$ cat config.mk
export PLATFORM = sky130hd
export DESIGN_NAME = vga_timing_gen
export DESIGN_NICKNAME = d
export VERILOG_FILES = /design/src/rtl/vga_timing_gen.sv
export SDC_FILE = /design/constraint.sdc
export NUM_CORES = 1
export LEC_CHECK = 0
export BUFFER_PORTS_ARGS = -buffer_cell sky130_fd_sc_hd__clkbuf_2
export CAP_MARGIN = 25
export CORE_MARGIN = 2
export CORE_UTILIZATION = 62
export CTS_CLUSTER_DIAMETER = 40
export CTS_CLUSTER_SIZE = 14
export DETAILED_ROUTE_END_ITERATION = 10
export GPL_TIMING_DRIVEN = 0
export HOLD_SLACK_MARGIN = 0.15
export PLACE_DENSITY = 0.83
export SETUP_SLACK_MARGIN = 0.4
export SLEW_MARGIN = 25
export SYNTH_ARGS = -nofsm -noshare
export SYNTH_HDL_FRONTEND = slang
export SYNTH_SLANG_ARGS = --single-unit
$ cat constraint.sdc
create_clock -name clk -period 5 [get_ports clk]
set_clock_uncertainty 0.1 [all_clocks]
set_input_delay 0.5 -clock clk [delete_from_list [all_inputs] [get_ports clk]]
set_output_delay 0.5 -clock clk [all_outputs]
set_load 0.02 [all_outputs]
$ cat src/rtl/vga_timing_gen.sv
// vga_timing_gen: raster timing source producing sync, active-area coordinates and line/frame markers.
// Ports: clk, rst_n, en (pixel enable), run -> HS, VS, pix_valid, x_cord, y_cord, line_start, frame_start, frame_cnt, active.
module vga_timing_gen #(
  parameter int FRAME_WIDTH     = 640,
  parameter int FRAME_HEIGHT    = 480,
  parameter int H_FRONT         = 16,
  parameter int H_SYNC          = 96,
  parameter int H_BACK          = 48,
  parameter int V_FRONT         = 10,
  parameter int V_SYNC          = 2,
  parameter int V_BACK          = 33,
  parameter int HS_POL          = 0,
  parameter int VS_POL          = 0,
  parameter int X_CORD_WIDTH    = 10,
  parameter int Y_CORD_WIDTH    = 10,
  parameter int FRAME_CNT_WIDTH = 8
) (
  input  logic                       clk,
  input  logic                       rst_n,
  input  logic                       en,
  input  logic                       run,
  output logic                       HS,
  output logic                       VS,
  output logic                       pix_valid,
  output logic [X_CORD_WIDTH-1:0]    x_cord,
  output logic [Y_CORD_WIDTH-1:0]    y_cord,
  output logic                       line_start,
  output logic                       frame_start,
  output logic [FRAME_CNT_WIDTH-1:0] frame_cnt,
  output logic                       active
);

  localparam int H_TOTAL = FRAME_WIDTH + H_FRONT + H_SYNC + H_BACK;
  localparam int V_TOTAL = FRAME_HEIGHT + V_FRONT + V_SYNC + V_BACK;
  localparam int HW = $clog2(H_TOTAL);
  localparam int VW = $clog2(V_TOTAL);

  localparam logic [HW-1:0] H_LAST = HW'(H_TOTAL - 1);
  localparam logic [HW-1:0] H_ACT  = HW'(FRAME_WIDTH);
  localparam logic [HW-1:0] HS_BEG = HW'(FRAME_WIDTH + H_FRONT);
  localparam logic [HW-1:0] HS_LST = HW'(FRAME_WIDTH + H_FRONT + H_SYNC - 1);
  localparam logic [VW-1:0] V_LAST = VW'(V_TOTAL - 1);
  localparam logic [VW-1:0] V_ACT  = VW'(FRAME_HEIGHT);
  localparam logic [VW-1:0] VS_BEG = VW'(FRAME_HEIGHT + V_FRONT);
  localparam logic [VW-1:0] VS_LST = VW'(FRAME_HEIGHT + V_FRONT + V_SYNC - 1);

  localparam logic HS_ON = (HS_POL != 0);
  localparam logic VS_ON = (VS_POL != 0);

  typedef enum logic [1:0] {
    IDLE,
    RUN,
    DRAIN
  } state_e;

  state_e                     st_q, st_d;
  logic [HW-1:0]              h_q, h_d, h_nx;
  logic [VW-1:0]              v_q, v_d, v_nx;
  logic                       last;

  logic                       hs_q, hs_d;
  logic                       vs_q, vs_d;
  logic                       pv_q, pv_d;
  logic [X_CORD_WIDTH-1:0]    x_q, x_d;
  logic [Y_CORD_WIDTH-1:0]    y_q, y_d;
  logic                       ls_q, ls_d;
  logic                       fs_q, fs_d;
  logic [FRAME_CNT_WIDTH-1:0] fc_q, fc_d;
  logic                       act_q, act_d;

  // Raster position that follows the current one.
  always_comb begin
    last = (h_q == H_LAST) && (v_q == V_LAST);
    h_nx = h_q + HW'(1);
    v_nx = v_q;
    if (h_q == H_LAST) begin
      h_nx = '0;
      v_nx = (v_q == V_LAST) ? '0 : v_q + VW'(1);
    end
  end

  // Frames are never cut: stopping only takes effect after the last position.
  always_comb begin
    st_d = st_q;
    h_d  = h_q;
    v_d  = v_q;
    unique case (st_q)
      IDLE: begin
        if (run) begin
          st_d = RUN;
          h_d  = '0;
          v_d  = '0;
        end
      end
      RUN, DRAIN: begin
        if (last && !run) begin
          st_d = IDLE;
          h_d  = '0;
          v_d  = '0;
        end else begin
          st_d = run ? RUN : DRAIN;
          h_d  = h_nx;
          v_d  = v_nx;
        end
      end
      default: begin
        st_d = IDLE;
        h_d  = '0;
        v_d  = '0;
      end
    endcase
  end

  // Decode the upcoming position so outputs leave straight from flops.
  always_comb begin
    act_d = (st_d != IDLE);
    pv_d  = act_d && (h_d < H_ACT) && (v_d < V_ACT);
    x_d   = pv_d ? X_CORD_WIDTH'(h_d) : '0;
    y_d   = pv_d ? Y_CORD_WIDTH'(v_d) : '0;
    hs_d  = ~HS_ON;
    if (act_d && (h_d >= HS_BEG) && (h_d <= HS_LST)) begin
      hs_d = HS_ON;
    end
    vs_d  = ~VS_ON;
    if (act_d && (v_d >= VS_BEG) && (v_d <= VS_LST)) begin
      vs_d = VS_ON;
    end
    ls_d  = act_d && (h_d == '0) && (v_d < V_ACT);
    fs_d  = act_d && (h_d == '0) && (v_d == '0);
    fc_d  = fs_d ? fc_q + FRAME_CNT_WIDTH'(1) : fc_q;
  end

  always_ff @(posedge clk or negedge rst_n) begin
    if (!rst_n) begin
      st_q  <= IDLE;
      h_q   <= '0;
      v_q   <= '0;
      hs_q  <= ~HS_ON;
      vs_q  <= ~VS_ON;
      pv_q  <= 1'b0;
      x_q   <= '0;
      y_q   <= '0;
      ls_q  <= 1'b0;
      fs_q  <= 1'b0;
      fc_q  <= '0;
      act_q <= 1'b0;
    end else if (en) begin
      st_q  <= st_d;
      h_q   <= h_d;
      v_q   <= v_d;
      hs_q  <= hs_d;
      vs_q  <= vs_d;
      pv_q  <= pv_d;
      x_q   <= x_d;
      y_q   <= y_d;
      ls_q  <= ls_d;
      fs_q  <= fs_d;
      fc_q  <= fc_d;
      act_q <= act_d;
    end
  end

  assign HS          = hs_q;
  assign VS          = vs_q;
  assign pix_valid   = pv_q;
  assign x_cord      = x_q;
  assign y_cord      = y_q;
  assign line_start  = ls_q;
  assign frame_start = fs_q;
  assign frame_cnt   = fc_q;
  assign active      = act_q;

endmodule

==> impl_metrics.py <==
metrics = {
    "timing": {
        "hold_violations": 0,
        "final_critical_period_ns": 3.75,
        "layout_setup_ws_ns": 1.25,
        "slew_headroom_pct": 49.3,
        "maxSlewViolCount": 0,
        "grt_setup_unrepaired": "no",
        "setup_tns_ns": 0,
        "period_share_pct": 74.9,
        "worst_pin_slew_ns": 0.760,
        "max_freq_mhz": 267,
        "setup_viol": 0,
    },
    "clock_tree": {
        "insertion_delay_ns": 0.32,
        "numCtsBuffers": 5,
        "cts_setup_buffers": 0,
        "clkSlewWorstSetupHoldPaths_ns": 0.10,
        "cts_root_buf": "sky130_fd_sc_hd__clkbuf_8",
        "cts_tree": "yes",
        "cts-hold-fix-buffers": 0,
        "htree_num_levels": 2,
        "ctsResizeCount": 0,
        "cts.sink_count": 56,
        "max-clock-path-buffers": 2,
    },
    "detailed_routing": {
        "drt-pass1-iter-count": 5,
        "postRouteWirelength_mm": 8.50,
        "routedWlPerCell_um": 19.0,
        "dr.first_iter.drc_count": 409,
        "ant_nets": 0,
        "routed-via-count": 3017,
        "post-route-drc-count": 0,
        "avgViaCountPerCell": 6.73,
    },
    "worst_setup_path": {
        "worst-r2r-setup-slack_ns": 1.25,
        "type_of_element_launching_the_critical_path": "flip-flop",
        "r2r.worst_path.cells": 9,
        "regToRegStartpoint": "h_q[1]",
        "worst-endpoint-required_ns": 5.11,
        "end_kind": "flip-flop",
        "data_arrival_time_at_the_worst_slack_endpoint_ns": 3.86,
        "critical_path_peak_fanout": 8,
        "critical_path.startpoint": "h_q[1]",
        "setup.worst_path.class": "flip-flop to flip-flop",
        "critical_path.reg2reg.endpoint": "frame_cnt[1]",
    },
    "cells_and_area": {
        "final_design_area_no_fill_um2": 3500,
        "num-fill-cells": 385,
        "layout-drive-gt1-share_pct": 15.7,
        "layout.cells.most_common_list": "54 x sky130_fd_sc_hd__dfrtp_1, 36 x sky130_fd_sc_hd__clkbuf_2, 29 x sky130_fd_sc_hd__nand2_1",
        "layout.cells.most_common": "sky130_fd_sc_hd__dfrtp_1",
        "area.growth.synth_to_final_pct": 12.4,
        "final-instance-count-excl-fill": 448,
        "nNetsFinal": 390,
        "total_inserted_antenna_cells": 0,
    },
    "place": {
        "detailedPlacementHpwl_mm": 5.86,
        "dpl_cell_area_um2": 3380,
        "place.gp.congestion": 0.945,
        "input_output_buffers": 36,
        "dp.cells": 440,
        "pre_cts_ws_ns": 1.37,
    },
    "flow_run": {
        "max_cap_violations": 0,
    },
    "power": {
        "p_switching_mw": 0.698,
        "pd_cells_nw_per_um2": 453,
        "combPwrFrac_pct": 42.8,
        "ir_drop_mv": 0.348,
        "static_leakage_nw": 1.50,
        "power.share.sequential_pct": 37.0,
        "clock_power_share_pct": 20.2,
        "swShare_pct": 44.0,
        "intPower_mw": 0.889,
        "totalPowerFinal_mw": 1.59,
    },
    "yosys": {
        "synth.cell_area_um2": 3120,
        "post-synth-top-area-fraction_pct": 43.4,
        "synthDistinctLibCells": 55,
        "ys.flop_type": "sky130_fd_sc_hd__dfrtp_1",
        "synth.yosys.warnings": 0,
        "postSynthCellCount": 337,
        "synth-edff-count": 0,
        "ys_seq_elements": 56,
        "syn-mean-instance-area_um2": 9.25,
        "yosysTopAreaCell": "sky130_fd_sc_hd__dfrtp_1",
        "mappedNetlistNets": 347,
        "asyncSetResetFlopFracSynth_pct": 100,
        "synth.yosys.seq_area_share_pct": 45.0,
        "yosys-top-cells-area": "sky130_fd_sc_hd__dfrtp_1 43%, sky130_fd_sc_hd__o2bb2ai_1 7.0%, sky130_fd_sc_hd__o21ai_0 3.7%",
    },
    "global_routing": {
        "grt_start_max_net_pins": 57,
        "grt_pass1_wl_mm": 13.9,
        "grt.overflow.total": 0,
        "number_of_global_route_vias_before_repair": 2763,
        "groute.usage.overall_pct": 32.7,
        "initial_antenna_violation_count": 0,
    },
    "die": {
        "i_o_pin_total": 38,
        "initial_utilization_pct": 65.1,
        "std_cell_rows": 25,
        "core_region_area_um2": 4790,
        "die-height_um": 74.9,
        "overall_die_area_um2": 5610,
        "die_w_um": 74.9,
    },
    "outcome": {
        "run_status": "completed",
    },
    "hold_path": {
        "min-delay-path-class": "primary input to asynchronous set/reset pin",
    },
}
flip-flops by register name (all words and copies together), names as in the netlist:
register	cells
VS	1
active	1
x_cord	10
y_cord	10
v_q	10
pix_valid	1
frame_start	1
st_q	2
h_q	10
frame_cnt	8
line_start	1
HS	1
power groups by stage:
stage | combinational (mW) | clock [mW] | sequential, mW
finish | 0.679 | 0.320 | 0.588
floorplan | 0.407 | 0 | 0.637
global placement | 0.646 | 0 | 0.588
global route | 0.740 | 0.337 | 0.595
detailed placement | 0.662 | 0 | 0.595
CTS | 0.669 | 0.318 | 0.586
area by class of cell:
class / count / area, um^2 / area share (%)
Multi-Input combinational cell: 237 / 1540 / 43.9
Sequential cell: 56 / 1400 / 40.1
Timing Repair Buffer: 36 / 183 / 5.21
Buffer: 21 / 87.6 / 2.50
Inverter: 23 / 86.3 / 2.46
Tap cell: 67 / 83.8 / 2.39
Clock buffer: 6 / 82.6 / 2.36
Clock inverter: 2 / 38.8 / 1.11
worst max-delay path, cell delays in order (launching register included):
cell and delay, ns:
sky130_fd_sc_hd__dfrtp_1 0.43, sky130_fd_sc_hd__ha_1 0.31, sky130_fd_sc_hd__nand4_1 0.34, sky130_fd_sc_hd__o31ai_1 0.61, sky130_fd_sc_hd__a21oi_1 0.08, sky130_fd_sc_hd__o22ai_1 0.41, sky130_fd_sc_hd__a41o_1 0.25, sky130_fd_sc_hd__nand4b_1 0.33
sky130_fd_sc_hd__nor3_2 0.42, sky130_fd_sc_hd__mux2_2 0.37
routing by layer:
layer	global-route usage (%)	wire [um]	part of all wire, %	up-vias
met5	0	0	0	-
met4	11.3	246	2.9	0
met3	6.29	754	8.9	30
met2	48.1	3790	45	184
met1	48.7	3700	44	1447
li1	-	-	-	1356
cells by family (layout without fill, tap and decap cells):
| logic type | after synthesis | after routing | synth area share [%] |
|---|---|---|---|
| buffers and inverters | 44 | 88 | 5.58 |
| adder cells (fa/ha/maj) | 6 | 6 | 2.41 |
| XOR/XNOR | 7 | 7 | 1.97 |
| multiplexers | 1 | 1 | 0.361 |
| AND/OR/NAND/NOR | 116 | 116 | 20.6 |
| AO/OA/AOI/OAI | 107 | 107 | 24.1 |
| flip-flops | 56 | 56 | 45.0 |
worst max path at each step:
stage,to,cells past startpoint
after floorplan,frame_cnt[1],11
after global placement,frame_cnt[1],9
after detailed placement,frame_cnt[1],9
after CTS,frame_cnt[1],9
after global routing,frame_cnt[1],9
final,frame_cnt[1],9
cells in the mapped netlist, drive strengths merged (3+ instances only):
master / n
clkbuf: 15
ha: 6
nand3: 16
inv: 23
xor2: 7
o22ai: 4
nand4: 10
a21oi: 17
and4: 4
nor3: 5
and2: 5
o21ai: 24
nand2: 29
nor4: 9
dfrtp: 54
a31oi: 9
o2bb2ai: 25
or3: 6
o31a: 3
or4: 3
buf: 6
and3: 8
a41oi: 4
nor2: 12
metrics by stage:
| step | util (%) | hold slack, ns |
|---|---|---|
| finish | 73.2 | 0.156 |
| global route | 73.2 | 0.226 |
| CTS | 73.2 | 0.201 |
| detailed placement | 70.7 | 0.361 |
| global placement | 70.6 | 0.357 |
| floorplan | - | 0.104 |
No activity file was read; power rests on OpenSTA's default activity.
